--- config.mk ---
export PLATFORM = sky130hd
export DESIGN_NAME = store_checker_table
export DESIGN_NICKNAME = d
export VERILOG_FILES = /design/src/rtl/store_checker_pkg.sv /design/src/rtl/store_checker_table.sv
export SDC_FILE = /design/constraint.sdc
export NUM_CORES = 1
export LEC_CHECK = 0
export ABC_CLOCK_PERIOD_IN_PS = 5700
export CORE_MARGIN = 10
export CORE_UTILIZATION = 60
export CTS_CLUSTER_DIAMETER = 150
export DETAILED_ROUTE_END_ITERATION = 8
export PLACE_DENSITY = 0.95
export SYNTH_ARGS = -nofsm -noshare
export SYNTH_HDL_FRONTEND = slang
export SYNTH_SLANG_ARGS = --single-unit
--- constraint.sdc ---
create_clock -name clk -period 5.7 [get_ports clk]
set_input_delay 1.14 -clock clk [delete_from_list [all_inputs] [get_ports clk]]
set_output_delay 1.14 -clock clk [all_outputs]
set_load 0.005 [all_outputs]
--- src/rtl/store_checker_pkg.sv ---
// store_checker_pkg
// Shared types for the data-memory store checker.
//   state_t     : checker FSM states (IDLE, RUN, PASS, FAIL)
//   fail_code_t : encoding reported on the fail_code output
//   idx_width() : index width for a table of n entries, never below 1
package store_checker_pkg;

    typedef enum logic [1:0] {
        IDLE = 2'd0,
        RUN  = 2'd1,
        PASS = 2'd2,
        FAIL = 2'd3
    } state_t;

    typedef enum logic [2:0] {
        FC_NONE          = 3'd0,
        FC_UNEXP_ADDR    = 3'd1,
        FC_DATA_MISMATCH = 3'd2,
        FC_TIMEOUT       = 3'd3,
        FC_EMPTY_CFG     = 3'd4
    } fail_code_t;

    function automatic int idx_width(input int n);
        return (n > 1) ? $clog2(n) : 1;
    endfunction

endpackage

--- src/rtl/store_checker_table.sv ---
// store_checker_table
// Expected-store table, hit mask and combinational lookup for the checker.
//   clk, reset              : clock, async active-low reset (clears table and mask)
//   cfg_we/idx/addr/data    : entry write port (already gated off during RUN)
//   clear_hits              : clears the hit mask when a run is armed
//   set_hit                 : marks the current candidate entry as hit
//   match_cnt, active_cnt   : progress and number of active entries
//   look_addr, look_data    : write currently on the bus
//   addr_hit                : a candidate entry with matching address exists
//   data_ok                 : the candidate's expected data equals look_data
module store_checker_table
    import store_checker_pkg::*;
#(
    parameter  int XLEN       = 32,
    parameter  int NUM_CHECKS = 4,
    parameter  int ORDERED    = 1,
    localparam int IDX_W      = idx_width(NUM_CHECKS),
    localparam int CNT_W      = $clog2(NUM_CHECKS + 1)
) (
    input  logic             clk,
    input  logic             reset,
    input  logic             cfg_we,
    input  logic [IDX_W-1:0] cfg_idx,
    input  logic [XLEN-1:0]  cfg_addr,
    input  logic [XLEN-1:0]  cfg_data,
    input  logic             clear_hits,
    input  logic             set_hit,
    input  logic [CNT_W-1:0] match_cnt,
    input  logic [CNT_W-1:0] active_cnt,
    input  logic [XLEN-1:0]  look_addr,
    input  logic [XLEN-1:0]  look_data,
    output logic             addr_hit,
    output logic             data_ok
);

    logic [XLEN-1:0]       entry_addr [NUM_CHECKS];
    logic [XLEN-1:0]       entry_data [NUM_CHECKS];
    logic [NUM_CHECKS-1:0] hit_mask;
    logic [IDX_W-1:0]      cand_idx;

    always_ff @(posedge clk or negedge reset) begin
        if (!reset) begin
            for (int i = 0; i < NUM_CHECKS; i++) begin
                entry_addr[i] <= '0;
                entry_data[i] <= '0;
            end
        end else if (cfg_we && int'(cfg_idx) < NUM_CHECKS) begin
            entry_addr[cfg_idx] <= cfg_addr;
            entry_data[cfg_idx] <= cfg_data;
        end
    end

    always_ff @(posedge clk or negedge reset) begin
        if (!reset) begin
            hit_mask <= '0;
        end else if (clear_hits) begin
            hit_mask <= '0;
        end else if (set_hit) begin
            hit_mask[cand_idx] <= 1'b1;
        end
    end

    // Ordered mode only ever looks at the next expected entry. Unordered mode
    // scans downward so the lowest-index unhit active match wins.
    always_comb begin
        addr_hit = 1'b0;
        cand_idx = '0;
        if (ORDERED != 0) begin
            cand_idx = match_cnt[IDX_W-1:0];
            if (int'(match_cnt) < int'(active_cnt) && int'(match_cnt) < NUM_CHECKS &&
                entry_addr[cand_idx] == look_addr) begin
                addr_hit = 1'b1;
            end
        end else begin
            for (int i = NUM_CHECKS - 1; i >= 0; i--) begin
                if (i < int'(active_cnt) && !hit_mask[i] && entry_addr[i] == look_addr) begin
                    addr_hit = 1'b1;
                    cand_idx = IDX_W'(i);
                end
            end
        end
        data_ok = addr_hit && (entry_data[cand_idx] == look_data);
    end

endmodule

==> results.md <==
- The analysis attributes to net switching a power of 1.23 mW.
- The congestion estimate from routability-driven global placement came to 0.764.
- Synthesis produced 753 cells.
- For this run, the total global-route usage over all layers was measured as 20.6%.
- The number of buffers inserted by hold repair at cts is 0.
- The DRC violations left is 0.
- The die is 161 um wide.
- The type of destination of the critical path is a primary output.
- The tool flagged a number of max-cap violations equal to 0.
- Across the routed clock network, the largest skew measured is 0 ns.
- Yosys printed 0 warnings.
- The die covers 25800 sq um.
- The pin slew with the least headroom to its limit is 1.16 ns.
- The number of hold violations in the final report is 0.
- Measured on the finished design, the core utilization comes to 74.3%.
- The wire length of the first global-routing pass is 42800 um.
- The flow ran to the end, and the final reports show no timing, DRC or antenna violations.
- Summing the sequential cell areas from Yosys gives 53.9% of the chip area.
- The number of global-route vias before repair is 7794.
- TritonCTS built the clock tree.
- The root buffer cell is clkbuf_16.
- The area of the mapped netlist is 11900 sq um.
- The detailed router placed 6954 vias in this run.
- Data arrives at the worst endpoint at 4.18 ns.
- The highest metal layer carrying signal wires in the routed design is met4.
- Yosys attributes the largest share of cell area to dfrtp_1 (54%), mux2_2 (24%), mux4_2 (10%).
- The met1 layer wirelength in the final routing is 11100 um.
- The maximum buffer depth of the clock tree is 3.
- After synthesis, the netlist uses 37 different library cells.
- The instance count along the most critical hold path is 1.
- The count of clock tree sinks is 256.
- In the synthesized netlist the dominant register cell turns out to be dfrtp_1.
- The clock-pin slew on the worst setup and hold paths is 0.06 ns.
- The die extent in y is 161 um.
- Gates resized during post-CTS repair numbered 0.
- The part of the power in the clock network is 34.6%.
- For the worst flop-to-flop path, the logic depth is 1.
- The total grt overflow is 0.
- Along the worst path, the maximum fanout reaches 2.
- The final-layout fill cell count is 1207.
- The initial antenna violation count came to 3.
- Overall power consumption after layout is estimated at 5.01 mW.
- The upper clock frequency limit is 188 MHz.
- In this run the count of I/O pins placed on the die edge is 143.
- Dividing the detail-routed wire length by the instance count gives 22.8 um.
- The violation count after the first detailed-route iteration is 286.
- Summed over its instances, the top area cell type makes up 53.9% of the synthesized netlist area.
- The post-route netlist has 41.2% of its cells at a drive strength greater than 1.
- Detailed routing placed a total of 13800 um of wire on met2.
- The setup TNS is 0 ns.
- The final period demand of the worst path is 5.32 ns.
- Summed over all layers, the routed wires come to 26900 um.
- The effective utilization at floorplan is 61.1%.
- The floorplan has 51 rows.
- The library cell occupying the most area in the post-synthesis netlist is dfrtp_1.
- The number of buffers inserted to repair setup after CTS is 0.
- The post-route antenna net violation count is 0.
- After synthesis, the mean cell area works out to 15.8 sq um.
- The floorplan step defined a core boundary enclosing 19500 sq um.
- The class of the worst hold path is reg2reg.
- In this run, CTS created clock tree buffers numbering 27.
- The total of flip-flops plus latches after synthesis is 256.
- The internal portion of the total power is 3.78 mW.
- VDD sags by at most 0.285 mV.
- The final layout net count is 1036.
- The part of the total power dissipated in sequential elements is 46.6%.
- STA classifies the critical path startpoint as an input pin.
- The final critical path takes up 93.3% of the cycle.
- Detailed placement ended at an HPWL of 17800 um.
- The wire length on met3 is 1440 um.
- The number of vias per cell is 5.89.
- Setup repair after global routing left no endpoint under its margin.
- CTS built an H-tree with a depth of 1.
- The post-synth net total is 896.
- For this design the static power due to leakage is 5.98 nW.
- The pre-antenna-repair detailed-routing pass consisted of 4 iterations.
- Yosys mapped a number of flops with a built-in enable equal to 0.
- Net switching is 24.6% of the power.
- The clock reaches the later pin of the worst-skew pair after 0.52 ns.
- The total of endpoints with negative setup slack in the final report is 0.
- The setup path with the least slack is of type in2out.
- Data on the critical path is required at its endpoint by 4.56 ns.
- The layout overhead on the synthesized area is 21.7%.
- The count of input and output buffers is 140.
- The part of the total power dissipated in combinational logic is 18.8%.
- The number of max-slew violations in the final report is 0.
- Headroom to the max-slew limit came out at 22.1%.
- Of all flip-flops after synthesis, the portion carrying an async set or reset was 100%.
- The power density over the cells is 346 nW/um^2.
- Entering global routing, the biggest net connects 111 pins.
logic make-up after synthesis:
logic type	Yosys count	synth area share (%)
mux	330	36.3
flops	256	53.9
xor+xnor	59	4.35
buf+inv	46	1.83
simple gates	44	2.32
compound gates	16	1.08
fa+ha+maj	2	0.211
through the flow:
stage | setup slack, ns | cells | hold slack [ns] | instance area, sq um
floorplan | 1.38 | 753 | 0.474 | 11900
global placement | 0.433 | 1129 | 0.481 | 13600
detailed placement | 0.377 | 1129 | 0.487 | 13600
CTS | 0.377 | 1177 | 0.501 | 14500
global route | 0.223 | 1178 | 0.509 | 14500
finish | 0.383 | 1180 | 0.499 | 14500
power groups by stage:
stage | registers, mW | clock network [mW] | logic (mW)
floorplan | 2.30 | 0 | 0.668
global placement | 2.33 | 0 | 0.915
detailed placement | 2.36 | 0 | 0.952
CTS | 2.33 | 1.76 | 0.960
global route | 2.37 | 1.84 | 1.03
finish | 2.33 | 1.73 | 0.944
layer usage:
layer  track usage (%)  up-vias
li1                  -     3098
met1              25.9     3638
met3              3.86       37
met5                 0        -
met2              36.2      181
met4              5.00        0
cell type report:
cell class                 count  area [sq um]  area share [%]
sequential                   256          6410            44.3
multi-input combinational    451          5280            36.5
timing repair buffer         153          1540            10.6
clock buffer                  42           822            5.68
tap                          265           332            2.29
clock inverter                 6          65.1           0.450
inverter                       4          15.0           0.104
antenna                        3          7.51          0.0519
worst max-delay path, stage by stage:
cell             delay, ns
clkdlybuf4s50_1       0.46
inv_1                 0.04
ha_1                  0.27
o21ai_0               0.16
o2111ai_1             0.20
or4_1                 0.45
or4_4                 0.59
nor4_2                0.31
clkdlybuf4s50_1       0.55
cells in the final DEF, fill, tap and decap left out, types with 3 or more instances in the layout:
cell type / n
nand3_1: 5
nor4_1: 11
xor2_1: 47
inv_1: 4
nand2_1: 7
mux2_2: 257
o21ai_0: 4
clkbuf_16: 27
buf_4: 12
xnor2_1: 12
buf_12: 3
mux4_2: 55
clkdlybuf4s50_1: 137
dfrtp_1: 256
clkbuf_8: 9
mux2i_1: 18
diode_2: 3
clkbuf_1: 6
nor2_1: 3
nand4_1: 5
synthesized netlist by cell type, types with 3 or more instances:
master / instances
buf_2: 6
buf_6: 4
clkbuf_1: 30
dfrtp_1: 256
inv_1: 4
mux2_2: 257
mux2i_1: 18
mux4_2: 55
nand2_1: 7
nand3_1: 6
nand4_1: 5
nor2_1: 3
nor4_1: 11
o21ai_0: 4
xnor2_1: 12
xor2_1: 47
worst paths after layout:
path	slack, ns	to	start
max	0.38	data_ok	active_cnt[1]
min	0.50	entry_addr[42]$_DFFE_PN0P_	entry_addr[42]$_DFFE_PN0P_
max reg2reg	4.90	entry_addr[19]$_DFFE_PN0P_	entry_addr[19]$_DFFE_PN0P_
min reg2reg	0.50	entry_addr[42]$_DFFE_PN0P_	entry_addr[42]$_DFFE_PN0P_
max in group asynchronous	3.83	entry_addr[73]$_DFFE_PN0P_	reset
min in group asynchronous	0.66	entry_data[6]$_DFFE_PN0P_	reset
state kept, by name, indices dropped and copies added (netlist names):
| name | flops |
|---|---|
| entry_data | 128 |
| entry_addr | 128 |
No activity file was read; power rests on OpenSTA's default activity.
